===== src/rtl/sp_ram_arbiter_pkg.sv =====
// Shared types for the two-port single-port-RAM arbiter: port identifiers and
// the per-port request payload.
package sp_ram_arb_pkg;

    localparam int DATA_W = 32;
    localparam int BE_W   = 4;

    typedef enum logic {
        PORT0 = 1'b0,
        PORT1 = 1'b1
    } port_id_e;

    typedef struct packed {
        logic [DATA_W-1:0] addr;
        logic              we;
        logic [BE_W-1:0]   be;
        logic [DATA_W-1:0] wdata;
    } ram_req_t;

    function automatic port_id_e other_port(input port_id_e id);
        return (id == PORT0) ? PORT1 : PORT0;
    endfunction

endpackage


===== src/rtl/sp_ram_arbiter.sv =====
// Round-robin arbiter sharing one single-port RAM between two cores.
// Optional per-port grant counters are built when SP_RAM_ARB_GNT_CNT_EN is defined.
module sp_ram_arbiter
    import sp_ram_arb_pkg::*;
#(
    parameter int MEM_AW = 14,
    parameter int CNT_W  = 16
) (
    input  logic              clk_i,
    input  logic              rst_i,

    input  logic              p0_req_i,
    input  logic [31:0]       p0_addr_i,
    input  logic              p0_we_i,
    input  logic [3:0]        p0_be_i,
    input  logic [31:0]       p0_wdata_i,
    output logic              p0_gnt_o,
    output logic              p0_rvalid_o,
    output logic [31:0]       p0_rdata_o,

    input  logic              p1_req_i,
    input  logic [31:0]       p1_addr_i,
    input  logic              p1_we_i,
    input  logic [3:0]        p1_be_i,
    input  logic [31:0]       p1_wdata_i,
    output logic              p1_gnt_o,
    output logic              p1_rvalid_o,
    output logic [31:0]       p1_rdata_o,

    output logic              mem_en_o,
    output logic              mem_we_o,
    output logic [MEM_AW-1:0] mem_addr_o,
    output logic [3:0]        mem_be_o,
    output logic [31:0]       mem_wdata_o,
    input  logic [31:0]       mem_rdata_i
`ifdef SP_RAM_ARB_GNT_CNT_EN
    ,
    output logic [CNT_W-1:0]  cnt0_o,
    output logic [CNT_W-1:0]  cnt1_o
`endif
);

    ram_req_t req0;
    ram_req_t req1;
    ram_req_t sel_req;

    port_id_e rr_q;
    port_id_e id_q;
    logic     valid_q;
    logic     we_q;

    logic     gnt0;
    logic     gnt1;
    logic     gnt_any;
    logic     rsp0;
    logic     rsp1;

    assign req0 = '{addr: p0_addr_i, we: p0_we_i, be: p0_be_i, wdata: p0_wdata_i};
    assign req1 = '{addr: p1_addr_i, we: p1_we_i, be: p1_be_i, wdata: p1_wdata_i};

    // Contention goes to the pointer; a lone requester wins regardless of it.
    always_comb begin
        gnt0 = 1'b0;
        gnt1 = 1'b0;
        if (!rst_i) begin
            if (p0_req_i && (!p1_req_i || rr_q == PORT0)) begin
                gnt0 = 1'b1;
            end else if (p1_req_i) begin
                gnt1 = 1'b1;
            end
        end
    end

    assign gnt_any  = gnt0 | gnt1;
    assign sel_req  = gnt1 ? req1 : req0;
    assign p0_gnt_o = gnt0;
    assign p1_gnt_o = gnt1;

    always_comb begin
        mem_en_o    = 1'b0;
        mem_we_o    = 1'b0;
        mem_addr_o  = '0;
        mem_be_o    = '0;
        mem_wdata_o = '0;
        if (gnt_any) begin
            mem_en_o    = 1'b1;
            mem_we_o    = sel_req.we;
            mem_addr_o  = sel_req.addr[MEM_AW+1:2];
            mem_be_o    = sel_req.be;
            mem_wdata_o = sel_req.wdata;
        end
    end

    always_ff @(posedge clk_i) begin
        if (rst_i) begin
            rr_q    <= PORT0;
            id_q    <= PORT0;
            valid_q <= 1'b0;
            we_q    <= 1'b0;
        end else begin
            valid_q <= gnt_any;
            if (gnt_any) begin
                id_q <= gnt1 ? PORT1 : PORT0;
                we_q <= sel_req.we;
                rr_q <= other_port(gnt1 ? PORT1 : PORT0);
            end
        end
    end

    // A reset landing on the response cycle drops the response outright.
    assign rsp0 = valid_q && (id_q == PORT0) && !rst_i;
    assign rsp1 = valid_q && (id_q == PORT1) && !rst_i;

    assign p0_rvalid_o = rsp0;
    assign p1_rvalid_o = rsp1;
    assign p0_rdata_o  = (rsp0 && !we_q) ? mem_rdata_i : 32'h0;
    assign p1_rdata_o  = (rsp1 && !we_q) ? mem_rdata_i : 32'h0;

`ifdef SP_RAM_ARB_GNT_CNT_EN
    logic [CNT_W-1:0] cnt0_q;
    logic [CNT_W-1:0] cnt1_q;

    always_ff @(posedge clk_i) begin
        if (rst_i) begin
            cnt0_q <= '0;
            cnt1_q <= '0;
        end else begin
            if (gnt0) cnt0_q <= cnt0_q + CNT_W'(1);
            if (gnt1) cnt1_q <= cnt1_q + CNT_W'(1);
        end
    end

    assign cnt0_o = cnt0_q;
    assign cnt1_o = cnt1_q;
`endif

    // Byte-offset and above-RAM address bits are intentionally ignored.
    logic unused_addr_bits;
    assign unused_addr_bits = ^{p0_addr_i[31:MEM_AW+2], p0_addr_i[1:0],
                                p1_addr_i[31:MEM_AW+2], p1_addr_i[1:0]};

endmodule


===== config.mk =====
export PLATFORM = sky130hd
export DESIGN_NAME = sp_ram_arbiter
export DESIGN_NICKNAME = d
export VERILOG_FILES = /design/src/rtl/sp_ram_arbiter_pkg.sv /design/src/rtl/sp_ram_arbiter.sv
export SDC_FILE = /design/constraint.sdc
export NUM_CORES = 1
export LEC_CHECK = 0
export BUFFER_PORTS_ARGS = -buffer_cell sky130_fd_sc_hd__buf_2
export CAP_MARGIN = 40
export CORE_AREA = 2 2 114 116
export DETAILED_ROUTE_END_ITERATION = 10
export DIE_AREA = 0 0 116 118
export GPL_TIMING_DRIVEN = 0
export PLACE_DENSITY_LB_ADDON = 0.1
export SYNTH_ARGS = -nofsm -noshare
export SYNTH_HDL_FRONTEND = slang
export SYNTH_SLANG_ARGS = --single-unit

===== constraint.sdc =====
create_clock -name clk_i -period 1.4 [get_ports clk_i]
set_input_delay 0.07 -clock clk_i [delete_from_list [all_inputs] [get_ports clk_i]]
set_output_delay 0.07 -clock clk_i [all_outputs]
set_load 0.005 [all_outputs]

Word level (Yosys, flattened, before mapping). Index checks and enable logic that the tools add are counted.

$add $sub $neg: 0. Multiply operators: 0. Divide/modulo/power cells: 0. $lt $le $gt $ge: 0. Equal/unequal tests: 0. Shift-type cells: 0. Multiplexer cells: 15. Bitwise operators: 3. Reductions and logical operators: 11.

Operators with widths (count): 32-bit two-way mux (3); 53-bit two-way mux (1); 14-bit two-way mux (1); 1-bit two-way mux (9); 1-bit logical AND (7); 4-bit two-way mux (1); 1-bit zero test (3); 1-bit inverter (2); 1-bit logical OR (1); 1-bit bitwise OR (1).

Register bits: 4. Bits in latches: 0. Bits in writable memories: 0. Bits in read-only memories: 0. Input port bits: 174. Output and inout bits: 120. Word-level logic and storage cells: 33. Memories kept: 0.

Longest topological paths before layout.
Depth after elaboration: 7. Depth in mapped cells: 5. Mapped depth without buffers: 3.

Worst setup path before layout. No wires, ideal clock.

Kind: reg2reg. From: register rr_q. To: register we_q. Library setup time: 0.091 ns. Data arrival time: 1.029 ns. Required time: 1.309 ns. Path slack: 0.280 ns. Stages on the path, launching flop included: 4. Buffers on the path: 0. Clock period less this slack: 1.120 ns. Path through: dfxtp_1 > nor2b_1 > or3b_1 > a311oi_1.

Cells in the longest elaborated chain, start to end: 6. Elaborated cells between the ends (all ways): 9. Those cells by class: mux (5); bitwise (2); reduce/logical (2).

RTL lines: start, declared (RTL line sp_ram_arbiter.sv:47) `port_id_e rr_q;`; start signal, assigned (RTL line sp_ram_arbiter.sv:105) `rr_q <= other_port(gnt1 ? PORT1 : PORT0);`; 1-bit inverter (*) (RTL line sp_ram_arbiter.sv:66) `if (p0_req_i && (!p1_req_i || rr_q == PORT0)) begin`; 1-bit logical OR (*) (RTL line sp_ram_arbiter.sv:66); 1-bit logical AND (*) (RTL line sp_ram_arbiter.sv:66); 1-bit two-way mux (RTL line sp_ram_arbiter.sv:66); 1-bit two-way mux (RTL line sp_ram_arbiter.sv:65) `if (!rst_i) begin`; 53-bit two-way mux or 1-bit bitwise OR (tied branches) (RTL line sp_ram_arbiter.sv:75, sp_ram_arbiter.sv:74); end signal, assigned (RTL line sp_ram_arbiter.sv:104) `we_q <= sel_req.we;`; end, declared (RTL line sp_ram_arbiter.sv:50) `logic we_q;`.

Mark *: on every way between the ends. The rest lies on a longest branch, timed or not. A chain may end at the register's enable or synchronous reset.

Worst setup path after layout.
From: register rr_q. To: output port mem_wdata_o[7].

Cells in the longest elaborated chain, start to end: 7. Elaborated cells between the ends (all ways): 10. Those cells by class: mux (6); bitwise (2); reduce/logical (2).

RTL lines: 1-bit inverter (*) (RTL line sp_ram_arbiter.sv:66); 1-bit logical OR (*) (RTL line sp_ram_arbiter.sv:66); 1-bit logical AND (*) (RTL line sp_ram_arbiter.sv:66); 1-bit two-way mux (RTL line sp_ram_arbiter.sv:66); 1-bit two-way mux (RTL line sp_ram_arbiter.sv:65); 53-bit two-way mux or 1-bit bitwise OR (tied branches) (RTL line sp_ram_arbiter.sv:75, sp_ram_arbiter.sv:74); 32-bit two-way mux (*) (RTL line sp_ram_arbiter.sv:85) `if (gnt_any) begin`; end, declared (RTL line sp_ram_arbiter.sv:34) `output logic [31:0] mem_wdata_o,`.

Marked as above.

==> out/results.txt <==
Run status: finished, violations left
Failing checks: negative setup slack
P_leak: 1.888 nW
Vias in the first global route: 2054
Syn_nets: 331
Max-slew headroom: 0.8482
Clk sinks: 4
IO Pins: 294
Startpoint class of the critical path: flip-flop
Most frequent cells in the layout: buf_2, a22o_1, and2_1
CTS tree: done
Die Footprint: 0.01369 mm^2
Layout area overhead: 167.5%
RSZ-0062 raised after global routing: yes
Hold crit path type: input pin to flip-flop
Total global routing overflow: 0
Final Power: 1.273 mW
Final WL: 7044 um
Register area: 86.33 um^2
VDD IR max: 278.4 uV
Residual DRC: 0
Worst path max stage delay: 0.35 ns
Cells along the critical path: nor2b_4, nor2_4, buf_12, buf_8, a22o_1, buf_2
Minimum clock period after layout: 1.485 ns
Critical path arrival: 1.41 ns
Family with the most delay on the worst path: buffers and inverters
Post-DP HPWL: 5905 um
Clk_skew: 0.002742 ns
Final antenna-violating net count: 0
Seq cells post-synth: 4
Slowest cell on crit path: dfxtp_4
Root buffer cell: clkbuf_16
WS Path Type: flip-flop to output port
DR WL/cell: 11.74 um
Antenna violations before repair: 1
Reg clk slew, reported paths: 0.03 ns
First-pass GRT wire length: 9604 um
Synth top area share: 0.3743
Most area-hungry cell type in the Yosys netlist: a22o_1
DIE WIDTH: 116 um
Syn avg cell area: 7.451 um^2
Final hold vios: 0
CTS Buffer Depth: 2
Pwr Density: 406.8 mW/mm^2
Most common cell after layout, fill and taps aside: buf_2
Critical Path Sink Type: output port
Finished Cell Area: 0.003129 mm^2
Routed via count: 2264
Filler cells: 1410
Core Area: 0.01241 mm^2
Fin Hold WS: 0.06438 ns
Cts bufs inserted: 3
CP Buf/Inv Count: 3
I/O Buffers: 256
Synth Cell Area: 0.001170 mm^2
Hold-fix buffers, CTS: 0
Final setup viols: 84
Slew Limit Fails: 0
Fmax: 673.4 MHz
Period utilization: 1.061
1st-pass router iterations: 4
Yosys cell types: 22
Yosys Warn Count: 0
Post-layout worst setup margin: -0.08492 ns
Placer congestion estimate: 0.7165
Crit Path Max Fanout: 10
WP data required: 1.33 ns
Largest net degree at the start of global routing: 11
Final net count: 602
Fin util: 0.2521
Max H-tree Level: 1
Row cnt: 41
Die Y: 118 um
Routed vias/inst: 3.773
GRT Util Overall: 0.08784
MaxCap Viol Count: 0
Mapped Cells: 157
Largest cells by area after synthesis: a22o_1, and2_1, buf_2, dfxtp_1, nor2b_1
Post-synthesis sequential area ratio: 0.06845
Placed Area: 0.002666 mm^2
Worst skew pair latency: 0.22 ns
Share of cells above drive strength 1: 0.7324
Multi-input logic area: 0.001064 mm^2
Initial DRC Count: 45
Starting Density: 0.09424
Tightest Pin Transition: 0.2253 ns
==> registers in the layout, summed over array words and instances (netlist names) <==
register  count
valid_q       1
we_q          1
rr_q          1
id_q          1
==> Yosys cell counts <==
cell	n
and2_1	64
a22o_1	50
buf_2	16
dfxtp_1	4
nor2b_1	3
and2b_1	2
nand2b_1	2
nor2_1	2
a211oi_2	1
a21boi_1	1
a21oi_1	1
a22oi_1	1
a311oi_1	1
and3b_1	1
buf_6	1
inv_1	1
nand2b_4	1
nor2_2	1
nor3b_2	1
o21ai_0	1
or2_2	1
or3b_1	1
==> what timing repair did <==
action | 4_1_cts | 5_1_grt
endpoints found under the hold margin | 0 | 0
cloned | 1 | 2
setup buffers | 6 | 1
pin swaps | 13 | 30
setup endpoints to repair | 113 | 112
gates resized for setup | 39 | 45
==> power by group <==
group	switching [mW]	internal (mW)	leakage, nW
registers	0.00849	0.124	0.0344
logic	0.270	0.424	1.82
clock network	0.0816	0.365	0.0370
==> cell type report <==
class / count / area share
clock buffer: 3 / 0.02399
inverter: 1 / 0.001200
multi-input combinational: 135 / 0.3399
tap: 172 / 0.06877
antenna: 2 / 0.001599
timing repair buffer: 266 / 0.4722
sequential: 4 / 0.02759
buffer: 17 / 0.06477
==> metrics by stage <==
step                TNS (ns)  setup WS [ns]  cells
floorplan                  0         0.2801    157
global placement      -3.579        -0.1343    585
detailed placement    -5.082        -0.1628    585
CTS                   -5.558       -0.07884    595
global route          -10.81        -0.1328    598
finish                -3.769       -0.08492    600
==> path summary, 6_finish.rpt <==
| check | slack (ns) | from | depth (start not counted) | endpoint |
|---|---|---|---|---|
| setup reg to reg | 0.25 | rr_q | 3 | we_q |
| hold / removal | 0.06 | rst_i | 2 | rr_q |
| hold reg to reg | 0.52 | we_q | 2 | we_q |
| setup / recovery | -0.08 | rr_q | 6 | mem_wdata_o[7] |
==> layer usage <==
layer,GRT usage,share of wire,wire (um),up-vias
met3,0.02626,0.10,731,0
met4,0.004464,0,0,0
met5,0,0,0,-
met1,0.07958,0.33,2344,1000
li1,-,-,-,1111
met2,0.1904,0.56,3968,153
==> cells by family (layout without fill, tap and decap cells) <==
| logic type | after synthesis | count (layout) | share of synthesized area |
|---|---|---|---|
| AO/OA/AOI/OAI | 56 | 56 | 0.4139 |
| other | 0 | 2 | 0 |
| AND/OR/NAND/NOR | 79 | 79 | 0.4364 |
| flip-flops | 4 | 4 | 0.06845 |
| buffers and inverters | 18 | 287 | 0.08128 |
Note: power is estimated with default switching activity, not from simulation.
